**src/rtl/cmd_issuer.sv**
```systemverilog
// Serial command issuer: sends a command byte plus little-endian argument bytes, then collects a binary or text reply.
// Optional reply timeout is built in when CMD_TIMEOUT_EN is defined.
module cmd_issuer #(
    parameter int TIMEOUT_CYCLES = 1024
) (
    input  logic        clk,
    input  logic        rst,
    input  logic        req_valid,
    output logic        req_ready,
    input  logic [7:0]  req_cmd,
    input  logic [31:0] req_arg,
    output logic        tx_valid,
    input  logic        tx_ready,
    output logic [7:0]  tx_data,
    input  logic        rx_valid,
    input  logic [7:0]  rx_data,
    output logic        rsp_valid,
    output logic [31:0] rsp_data,
    output logic        rsp_timeout,
    output logic        txt_valid,
    output logic [7:0]  txt_data,
    output logic        busy
);

    // state    | meaning
    // IDLE     | ready for a request
    // SEND_CMD | command byte offered on tx
    // SEND_ARG | argument bytes offered on tx, LSB first
    // WAIT_RSP | collecting rx reply bytes
    // DONE     | one-cycle completion with rsp_valid
    typedef enum logic [2:0] {IDLE, SEND_CMD, SEND_ARG, WAIT_RSP, DONE} state_t;
    typedef enum logic [1:0] {RSP_NONE, RSP_BIN1, RSP_BIN2, RSP_TEXT} rsp_class_t;

    state_t      state;
    logic [7:0]  cmd_q;
    logic [31:0] arg_q;
    logic [2:0]  arg_left;
    logic        lo_seen;
    logic [7:0]  lo_byte;

    function automatic logic [2:0] arg_bytes(input logic [7:0] c);
        case (c)
            "A":           return 3'd2;
            "B":           return 3'd1;
            "O", "M", "r": return 3'd4;
            default:       return 3'd0;
        endcase
    endfunction

    function automatic rsp_class_t rsp_class(input logic [7:0] c);
        case (c)
            "a":           return RSP_BIN2;
            "b", "s", "r": return RSP_BIN1;
            "I", "R":      return RSP_TEXT;
            default:       return RSP_NONE;
        endcase
    endfunction

    if (TIMEOUT_CYCLES < 1) begin : g_bad_cfg
        $error("TIMEOUT_CYCLES must be at least 1");
    end

`ifdef CMD_TIMEOUT_EN
    localparam int TMO_W = (TIMEOUT_CYCLES > 1) ? $clog2(TIMEOUT_CYCLES) : 1;
    localparam logic [TMO_W-1:0] TMO_LOAD = TMO_W'(TIMEOUT_CYCLES - 1);
    logic [TMO_W-1:0] tmo_cnt;
`else
    assign rsp_timeout = 1'b0;
`endif

    assign req_ready = (state == IDLE);
    assign busy      = (state != IDLE);

    always_ff @(posedge clk) begin
        if (rst) begin
            state     <= IDLE;
            tx_valid  <= 1'b0;
            tx_data   <= '0;
            rsp_valid <= 1'b0;
            rsp_data  <= '0;
            txt_valid <= 1'b0;
            txt_data  <= '0;
            cmd_q     <= '0;
            arg_q     <= '0;
            arg_left  <= '0;
            lo_seen   <= 1'b0;
            lo_byte   <= '0;
`ifdef CMD_TIMEOUT_EN
            rsp_timeout <= 1'b0;
            tmo_cnt     <= '0;
`endif
        end else begin
            rsp_valid <= 1'b0;
            txt_valid <= 1'b0;
`ifdef CMD_TIMEOUT_EN
            rsp_timeout <= 1'b0;
`endif
            case (state)
                IDLE: begin
                    if (req_valid) begin
                        cmd_q    <= req_cmd;
                        arg_q    <= req_arg;
                        arg_left <= arg_bytes(req_cmd);
                        tx_valid <= 1'b1;
                        tx_data  <= req_cmd;
                        state    <= SEND_CMD;
                    end
                end
                // arg_left counts argument bytes not yet placed on tx_data
                SEND_CMD, SEND_ARG: begin
                    if (tx_ready) begin
                        if (arg_left == 3'd0) begin
                            tx_valid <= 1'b0;
                            if (rsp_class(cmd_q) == RSP_NONE) begin
                                state     <= DONE;
                                rsp_valid <= 1'b1;
                                rsp_data  <= '0;
                            end else begin
                                state   <= WAIT_RSP;
                                lo_seen <= 1'b0;
`ifdef CMD_TIMEOUT_EN
                                tmo_cnt <= TMO_LOAD;
`endif
                            end
                        end else begin
                            tx_data  <= arg_q[7:0];
                            arg_q    <= arg_q >> 8;
                            arg_left <= arg_left - 3'd1;
                            state    <= SEND_ARG;
                        end
                    end
                end
                WAIT_RSP: begin
                    if (rx_valid && rx_data != 8'hFF) begin
`ifdef CMD_TIMEOUT_EN
                        tmo_cnt <= TMO_LOAD;
`endif
                        case (rsp_class(cmd_q))
                            RSP_BIN1: begin
                                state     <= DONE;
                                rsp_valid <= 1'b1;
                                rsp_data  <= {24'd0, rx_data};
                            end
                            RSP_BIN2: begin
                                if (lo_seen) begin
                                    state     <= DONE;
                                    rsp_valid <= 1'b1;
                                    rsp_data  <= {16'd0, rx_data, lo_byte};
                                end else begin
                                    lo_byte <= rx_data;
                                    lo_seen <= 1'b1;
                                end
                            end
                            RSP_TEXT: begin
                                if (rx_data == 8'h0A) begin
                                    state     <= DONE;
                                    rsp_valid <= 1'b1;
                                    rsp_data  <= '0;
                                end else begin
                                    txt_valid <= 1'b1;
                                    txt_data  <= rx_data;
                                end
                            end
                            default: state <= DONE;
                        endcase
                    end
`ifdef CMD_TIMEOUT_EN
                    else if (tmo_cnt == '0) begin
                        state       <= DONE;
                        rsp_valid   <= 1'b1;
                        rsp_timeout <= 1'b1;
                        rsp_data    <= '0;
                    end else begin
                        tmo_cnt <= tmo_cnt - 1'b1;
                    end
`endif
                end
                DONE:    state <= IDLE;
                default: state <= IDLE;
            endcase
        end
    end

endmodule

```
**config.mk**
```make
export PLATFORM = sky130hd
export DESIGN_NAME = cmd_issuer
export DESIGN_NICKNAME = d
export VERILOG_FILES = /design/src/rtl/cmd_issuer.sv
export SDC_FILE = /design/constraint.sdc
export NUM_CORES = 1
export LEC_CHECK = 0
export BUFFER_PORTS_ARGS = -buffer_cell sky130_fd_sc_hd__buf_2
export CAP_MARGIN = 20
export CORE_UTILIZATION = 50
export CTS_CLUSTER_SIZE = 28
export DETAILED_ROUTE_END_ITERATION = 12
export PLACE_DENSITY = 0.73
export SETUP_SLACK_MARGIN = 0.3
export SLEW_MARGIN = 25
export SYNTH_ARGS = -nofsm -noshare
export SYNTH_HDL_FRONTEND = slang
export SYNTH_SLANG_ARGS = --single-unit
```
**constraint.sdc**
```tcl
create_clock -name clk -period 6.1 [get_ports clk]
set_input_delay 1.22 -clock clk [delete_from_list [all_inputs] [get_ports clk]]
set_output_delay 1.22 -clock clk [all_outputs]
set_load 0.01 [all_outputs]
```
==> reports/metrics.yaml, run 1 <==
status: "finished, final reports clean"
core_area_um2: 8220
startpoint: "rx_data[2]"
holdPathStages: 2
fin_crit_sh_pct: 54.8
dp_hpwl_um: 6810
reg2reg_slack_ns: 2.89
drt_first_pass_iters: 7
async_flop_share_pct: 0
fmax_mhz: 299
avgViaCountPerCell: 5.46
grt_antenna_before_repair: 0
netlist_instances: 517
synth_area_leader_cell: "dfxtp_1"
grt_pass1_vias: 3375
rr_endpoint: "rsp_data[14]"
die_w_um: 93.9
grt.overflow.total: 0
grt_pass1_wl_um: 15800
wl_met1_um: 4550
drt_wl_total_um: 9750
postSynthAreaPerCell_um2: 8.18
cp-end-kind: "register"
tightest_slew_ns: 0.948
worstSetupEndpoint: "rsp_data[14]"
routed.top_layer: "met4"
placed_cell_area_um2: 4630
hold_ws_ns: 0.466
final_nets: 643
yosysMostFrequentCell: "nand2_1"
ys_types: 48
min_path_type: "register to register"
ios: 107
power.total_mw: 1.59
vias: 3792
yosysTopAreaCellShare_pct: 42.6
clockRootBuffer: "clkbuf_8"
p_leak_nw: 2.07
ctsHoldBuffers: 0
path_class: "primary input to register"
cts_resized: 0
tns_ns: 0
wl_met2_um: 4580
cts_tree: "yes"
cts_buffer_depth: 2
path_max_fanout: 16
grt_usage_pct: 22.5
io_buffers: 89
clk_latency_ns: 0.35
worst_ep_arrival_time_ns: 3.61
syn_to_final_growth_pct: 14.6
n_antenna_cell: 0
cts_buffers: 9
drtIter0Drc: 230
setup-violations-final: 0
synth_warnings: 0
crit_required_ns: 6.37
ir_drop_uv: 195
fin_skew_ns: 0.0181
wl_met3_um: 556
cts.reportedPaths.clkPinSlew_ns: 0.09
die_area_um2: 8820
rr_startpoint: "cmd_q[0]"
max-cap-violations: 0
ant_nets: 0
powerDensity_nw_per_um2: 327
ys.flop_type: "dfxtp_1"
synth_edf_count: 0
post_cts_buffers: 0
slew_viol_final: 0
wl_per_cell_um: 14.0
place_congestion: 0.831
yosysSeqAreaShare_pct: 42.6
period_needed_ns: 3.34
rsz0062_at_grt: "false"
rows: 33
slew_headroom_pct: 36.8
drc: 0
hold_violations: 0
pre_cts_ws_ns: 2.37
cts.sink_count: 90
synth_area_leaders: "dfxtp_1 (43%), nand2_1 (9.1%), a311oi_1 (7.0%), nor2_1 (6.0%), mux2i_1 (5.7%)"
grt_max_degree: 90
final_layout_size_suffix_gt1_share_pct: 20.0
reg2reg_depth: 11
fill_cells: 761
start_kind: "primary input"
die_y_um: 93.9
initial_utilization_pct: 51.4
synth_area_um2: 4230
stdcell_area_um2: 4840
htreeDepth: 3
synthTopCellsByCount: "nand2_1 (102), dfxtp_1 (90), nor2_1 (67)"
synth-seq-cells: 90
setup_slack_ns: 2.76
## metal layers
metal | GRT usage [%] | up-vias
li1 | - | 1899
met1 | 31.9 | 1780
met4 | 4.74 | 0
met5 | 0 | -
met3 | 4.61 | 8
met2 | 35.2 | 105
## worst min path at each step
stage / startpoint / endpoint / slack [ns]
after global routing: cmd_q[7] / cmd_q[7] / 0.49
final: cmd_q[6] / cmd_q[6] / 0.47
after global placement: cmd_q[6] / cmd_q[6] / 0.44
after floorplan: cmd_q[6] / cmd_q[6] / 0.43
after CTS: cmd_q[7] / cmd_q[7] / 0.47
after detailed placement: cmd_q[7] / cmd_q[7] / 0.46
## flip-flops by register name, indices dropped and copies added (netlist names)
name	cells
rsp_valid	1
arg_q	32
rsp_data	16
txt_valid	1
tx_data	8
tx_valid	1
arg_left	3
lo_seen	1
state	3
txt_data	8
cmd_q	8
lo_byte	8
## cell usage in the layout (no fill, tap or decap), types with 3 or more instances in the layout
| master | n |
|---|---|
| conb_1 | 17 |
| ha_1 | 5 |
| a21oi_1 | 27 |
| a311oi_1 | 34 |
| nand2_1 | 102 |
| a211oi_1 | 3 |
| nor2b_1 | 5 |
| clkbuf_8 | 11 |
| dfxtp_1 | 90 |
| o32ai_1 | 6 |
| nor3_1 | 5 |
| o21ai_0 | 4 |
| inv_1 | 18 |
| nand3_1 | 4 |
| and3_1 | 7 |
| buf_4 | 4 |
| buf_2 | 89 |
| nand4_1 | 4 |
| a22oi_1 | 8 |
| nor2_1 | 67 |
| nand2b_1 | 15 |
| mux2i_1 | 24 |
## report_power, final
part	switching, mW	total [mW]	internal [mW]	leakage [nW]
clock	0.212	0.427	0.214	0.110
combinational	0.272	0.430	0.158	1.22
sequential	0.0564	0.729	0.673	0.736
total	0.541	1.59	1.04	2.07
## layout make-up
type / count / area, um2 / share of cell area, %
clock buffer: 11 / 151 / 3.12
clock inverter: 5 / 61.3 / 1.27
inverter: 18 / 67.6 / 1.39
multi-input combinational: 373 / 2160 / 44.5
sequential: 90 / 1800 / 37.2
tap: 105 / 131 / 2.71
timing repair buffer: 93 / 475 / 9.81
## metrics by stage
step,utilization [%],cells
2_1_floorplan,-,533
3_3_place_gp,56.4,679
3_5_place_dp,56.4,679
4_1_cts,59.0,695
5_1_grt,59.0,695
6_report,59.0,695
## worst max-delay path: stages
cell and delay, ns:
buf_2 0.13, or4_4 0.57, o31ai_4 0.28, o2111ai_2 0.23
a311oi_4 0.90, mux2i_1 0.28
## cell families after synthesis
family	after synthesis	synth area share (%)
compound gates	100	18.2
xor+xnor	1	0.207
fa+ha+maj	7	1.95
buf+inv	70	7.99
flops	90	42.6
mux	24	5.68
other cells	1	0.0887
simple gates	224	23.3
Power figures use the tool's default switching activity.
==> inputs of run 2 (changes only) <==
--- a/config.mk
+++ b/config.mk
@@ -7,7 +7,7 @@
 export LEC_CHECK = 0
 export BUFFER_PORTS_ARGS = -buffer_cell sky130_fd_sc_hd__buf_2
 export CAP_MARGIN = 20
-export CORE_UTILIZATION = 50
+export CORE_UTILIZATION = 48
 export CTS_CLUSTER_SIZE = 28
 export DETAILED_ROUTE_END_ITERATION = 12
 export PLACE_DENSITY = 0.73
==> constraint.sdc (replaced) <==
create_clock -name clk -period 3 [get_ports clk]
set_input_delay 0.6 -clock clk [delete_from_list [all_inputs] [get_ports clk]]
set_output_delay 0.6 -clock clk [all_outputs]
set_load 0.01 [all_outputs]
==> run 2 against run 1 <==
Non-clock buffer count rose by 5. Flip-flop and latch count did not move. Count of clock-buffer cells in the layout is 1 lower. Routed wire length rose by 4.0%. Die area is 4.1% higher. Cell count grew 0.72%. Sequential share of layout area is 0.38 points lower. First-iteration DRC count is 31% higher. Global-route usage increased by 0.30 points. Largest power group unchanged.
==> reports/metrics.yaml, run 2 (same netlist as run 1, synthesis figures left out) <==
status: "finished, final reports clean"
powerDensity_nw_per_um2: 662
crit_required_ns: 3.28
initial_utilization_pct: 50.4
crit_slowest_cell: "dfxtp_1"
period_needed_ns: 2.49
place_congestion: 0.872
n_antenna_cell: 0
path_max_fanout: 10
ctsHoldBuffers: 0
tightest_slew_ns: 0.855
final_core_util_pct: 58.4
power.share.clock_pct: 26.1
core_area_um2: 8380
crit_chain: "nor3b_2 -> nand2_1 -> o21a_1 -> a21oi_1 -> and2_1 -> ha_2 -> inv_2 -> a21oi_1 -> nor2_1 -> a311oi_4 -> buf_6 -> mux2i_1"
multi_input_area_um2: 2160
grt-busiest-layer: "met2"
io_buffers: 89
avgViaCountPerCell: 5.43
use_met2_pct: 33.3
clk_latency_ns: 0.36
drc: 0
p_switching_mw: 1.12
drt_wl_total_um: 10100
die_y_um: 95.8
grt_max_degree: 89
syn_to_final_growth_pct: 15.8
startpoint: "cmd_q[1]"
fin_skew_ns: 0.00995
grt_pass1_vias: 3425
layout_common_cells: "nand2_1 (102), dfxtp_1 (90), buf_2 (89), nor2_1 (67), a311oi_1 (34)"
holdPathStages: 2
slowest_delay_ns: 0.34
die_area_um2: 9180
ant_nets: 0
post_cts_buffers: 0
vias: 3798
rsz0062_at_grt: "false"
hold_start: "cmd_q[7]"
rows: 33
fmax_mhz: 402
ios: 107
top_register: "arg_q"
fin_crit_sh_pct: 83.0
p_seq_share_pct: 45.9
largest_reg_flops: 32
p_leak_nw: 2.09
reg2reg_slack_ns: 0.51
netSwitchingFraction_pct: 34.6
met1_usage_pct: 32.8
wl_per_cell_um: 14.5
power.total_mw: 3.24
htreeDepth: 3
final_nets: 648
dp_hpwl_um: 7040
max-cap-violations: 0
drt_first_pass_iters: 4
min_to: "cmd_q[7]"
comb_power_share_pct: 28.0
cts.sink_count: 90
cts.reportedPaths.clkPinSlew_ns: 0.09
clockRootBuffer: "clkbuf_8"
regArea_um2: 1800
cts_buffer_depth: 2
grt_usage_pct: 22.8
top_regs: "arg_q: 32 flops, rsp_data: 16 flops"
final_layout_size_suffix_gt1_share_pct: 21.2
die_w_um: 95.8
reg2reg_depth: 12
p_int_mw: 2.12
fill_cells: 792
ir_drop_uv: 356
min_path_type: "register to register"
grt.overflow.total: 0
slew_headroom_pct: 43.0
grt_antenna_before_repair: 0
cp_common_cell: "a21oi_1"
slew_viol_final: 0
rr_endpoint: "rsp_data[13]"
start_kind: "register"
rr_startpoint: "cmd_q[1]"
final_common_cell: "nand2_1"
cts_tree: "yes"
use_met3_pct: 4.42
grt_pass1_wl_um: 16300
hold_violations: 0
cp-end-kind: "register"
cts_buffers: 9
path_class: "register to register"
worst_ep_arrival_time_ns: 2.77
setup-violations-final: 0
drtIter0Drc: 302
tns_ns: 0
[run 2: worst max path at each step]
stage	end	slack [ns]	depth (start not counted)
detailed placement	rsp_data[13]	0.28	7
global placement	rsp_data[11]	0.37	7
CTS	rsp_data[13]	0.38	12
global route	rsp_data[15]	0.30	12
finish	rsp_data[13]	0.51	12
floorplan	rsp_data[10]	0.52	6
[run 2: power groups by stage]
| stage | Combinational, mW | Clock [mW] | Sequential (mW) |
|---|---|---|---|
| finish | 0.907 | 0.846 | 1.49 |
| global route | 1.02 | 0.908 | 1.51 |
| CTS | 0.904 | 0.861 | 1.49 |
| detailed placement | 0.900 | 0 | 1.51 |
| global placement | 0.881 | 0 | 1.51 |
| floorplan | 0.680 | 0 | 1.49 |
[run 2: critical path, delay by kind of cell (launching register included)]
kind            cells  cell delay (ns)
compound gates      4             0.73
simple gates        4             0.63
flops               1             0.34
buf+inv             2             0.29
fa+ha+maj           1             0.23
mux                 1             0.20
[run 2: cell type report]
| type | instances | area share, % |
|---|---|---|
| Clock buffer | 10 | 2.81 |
| Sequential cell | 90 | 36.8 |
| Tap cell | 105 | 2.68 |
| Inverter | 18 | 1.38 |
| Multi-Input combinational cell | 373 | 44.2 |
| Timing Repair Buffer | 98 | 10.8 |
| Clock inverter | 6 | 1.30 |
[run 2: per-layer routing]
metal,share of wire (%),vias to the layer above,wire length (um)
met5,0,-,0
met4,2.0,0,204
met3,5.2,18,523
met2,44,99,4510
met1,48,1771,4900
li1,-,1910,-
[run 2: what timing repair did]
action,CTS,global route
gates resized for setup,1,5
gates cloned,0,1
setup endpoints to repair,8,17
[run 2: metrics by stage]
step                instances  hold slack [ns]  worst slack (ns)  cell area, um2
floorplan                 533            0.432             0.521            4290
global placement          683            0.442             0.370            4670
detailed placement        683            0.452             0.282            4670
CTS                       699            0.465             0.376            4880
global route              700            0.487             0.299            4890
finish                    700            0.464             0.509            4890
==> inputs of run 3 (changes only) <==
==> constraint.sdc (replaced) <==
create_clock -name clk -period 2.1 [get_ports clk]
set_input_delay 0.42 -clock clk [delete_from_list [all_inputs] [get_ports clk]]
set_output_delay 0.42 -clock clk [all_outputs]
set_load 0.01 [all_outputs]
==> run 3 against run 2 <==
Sequential share of layout area down 7.2 points. Critical path depth unchanged. Flip-flop and latch count unchanged. The flow now finishes with violations (setup timing). Cell count up 6.6%. Highest routed layer unchanged. Worst hold slack worse by 0.16 ns. Sequential power up 52%. Fmax up 5.4%.
==> reports/metrics.yaml, run 3 (same netlist as run 1, synthesis figures left out) <==
fin_crit_sh_pct: 113
initial_utilization_pct: 50.4
die_area_um2: 9180
cts.reportedPaths.clkPinSlew_ns: 0.09
cpLargestDelayFamily: "compound AO/OA/AOI/OAI gates"
clk_latency_ns: 0.37
slew_viol_final: 0
slowest_delay_ns: 0.37
cts_tree: "yes"
place_congestion: 0.866
layout_common_cells: "nand2_1 (97), buf_2 (89), dfxtp_1 (82), nor2_1 (33), nor2_4 (32)"
die_y_um: 95.8
final_common_cell: "nand2_1"
status: "finished, violations left"
top_register: "arg_q"
setup-violations-final: 28
max-cap-violations: 0
fin_cells: 746
rsz0062_at_grt: "true"
grt_usage_pct: 25.8
dp_hpwl_um: 7450
path_max_fanout: 16
syn_to_final_growth_pct: 44.7
wl_per_cell_um: 18.9
cp_num_cells: 12
place_inst: 703
vias: 4466
tns_ns: -5.17
final_layout_size_suffix_gt1_share_pct: 42.9
n_antenna_cell: 0
htreeDepth: 3
final_core_util_pct: 73.0
drc: 0
grt_pass1_wl_um: 18300
p_leak_nw: 2.53
die_w_um: 95.8
crit_required_ns: 2.39
ir_drop_uv: 666
drt_first_pass_iters: 5
stdcell_area_um2: 6120
clockRootBuffer: "clkbuf_8"
rows: 33
ios: 107
grt_antenna_before_repair: 0
powerDensity_nw_per_um2: 998
cp-end-kind: "register"
placed_cell_area_um2: 4950
cp_num_buf_inv: 2
io_buffers: 89
crit_slowest_cell: "dfxtp_4"
grt_pass1_vias: 3856
power.total_mw: 6.10
slew_headroom_pct: 30.6
min_path_type: "primary input to register"
cts_buffers: 9
crit_chain: "nor3b_4 -> nand2_2 -> o21a_1 -> a21oi_2 -> and2_4 -> ha_4 -> inv_4 -> a21oi_2 -> nor2_2 -> a311oi_4 -> buf_12 -> mux2i_1"
hold_violations: 0
path_class: "register to register"
fill_cells: 580
start_kind: "register"
cp_common_cell: "a21oi_2"
cts_buffer_depth: 2
drt_wl_total_um: 14100
largest_reg_flops: 32
fmax_mhz: 423
avgViaCountPerCell: 5.99
final_nets: 694
holdPathStages: 3
grt.overflow.total: 0
cts.sink_count: 90
period_needed_ns: 2.36
reg2reg_depth: 12
failed_checks: "setup timing"
ant_nets: 0
grt_max_degree: 89
drtIter0Drc: 397
core_area_um2: 8380
tightest_slew_ns: 1.04
fin_skew_ns: 0.0105
top_regs: "arg_q: 32 flops, rsp_data: 16 flops"
worst_ep_arrival_time_ns: 2.66
setup_slack_ns: -0.263
==> run 3: changes by cell type in the layout (fill, tap and decap cells not counted), moves of 7 or more <==
cell,before,now
nor2_1,67,33
nor2_4,0,32
buf_4,7,31
a311oi_1,34,16
a311oi_2,0,18
a22oi_1,8,0
a22oi_2,0,8
dfxtp_1,90,82
buf_12,1,8
buf_6,1,8
dfxtp_2,0,7
==> run 3: final cells by class <==
| type | count | area (um2) | share of cell area [%] |
|---|---|---|---|
| multi-input combinational | 374 | 2800 | 45.8 |
| clock inverter | 4 | 75.1 | 1.23 |
| tap | 105 | 131 | 2.15 |
| clock buffer | 12 | 145 | 2.37 |
| inverter | 18 | 76.3 | 1.25 |
| timing repair buffer | 142 | 1070 | 17.5 |
| timing repair inverter | 1 | 5.00 | 0.0818 |
| sequential | 90 | 1810 | 29.7 |
==> run 3: what timing repair did <==
action	CTS	global route
buffers inserted	6	11
hold buffers	0	0
setup endpoints to repair	83	83
gates resized for setup	87	67
pin swaps	30	55
gates cloned	2	8
==> run 3: power by group <==
part / internal (mW) / switching [mW] / total, mW
Combinational: 1.18 / 1.35 / 2.53
Sequential: 1.96 / 0.295 / 2.26
Clock: 0.704 / 0.616 / 1.32
==> run 3: worst paths after layout <==
kind | to | slack, ns | start
max | rsp_data[13] | -0.26 | cmd_q[4]
min | arg_q[9] | 0.31 | req_arg[9]
max reg2reg | rsp_data[13] | -0.26 | cmd_q[4]
min reg2reg | cmd_q[7] | 0.46 | cmd_q[7]
==> run 3: stage by stage <==
stage	hold WS, ns	setup WS [ns]
5_1_grt	0.302	-0.379
3_5_place_dp	0.454	-0.238
3_3_place_gp	0.439	-0.150
6_report	0.307	-0.263
2_1_floorplan	0.432	-0.110
4_1_cts	0.298	-0.186
==> run 3: metal layers <==
layer | up-vias | part of all wire, % | wire length, um | global-route usage [%]
met5 | - | 0 | 0 | 0
met4 | 0 | 4.5 | 642 | 11.8
met3 | 64 | 7.5 | 1050 | 4.66
met2 | 251 | 49 | 6850 | 41.8
met1 | 2132 | 39 | 5570 | 33.5
li1 | 2019 | - | - | -
==> run 3: tightest hold or removal path: cells and delay by family <==
kind,cells,cell delay (ns)
buffers and inverters,1,0.10
AOI/OAI and AO/OA,1,0.08
and+or+nand+nor,1,0.04
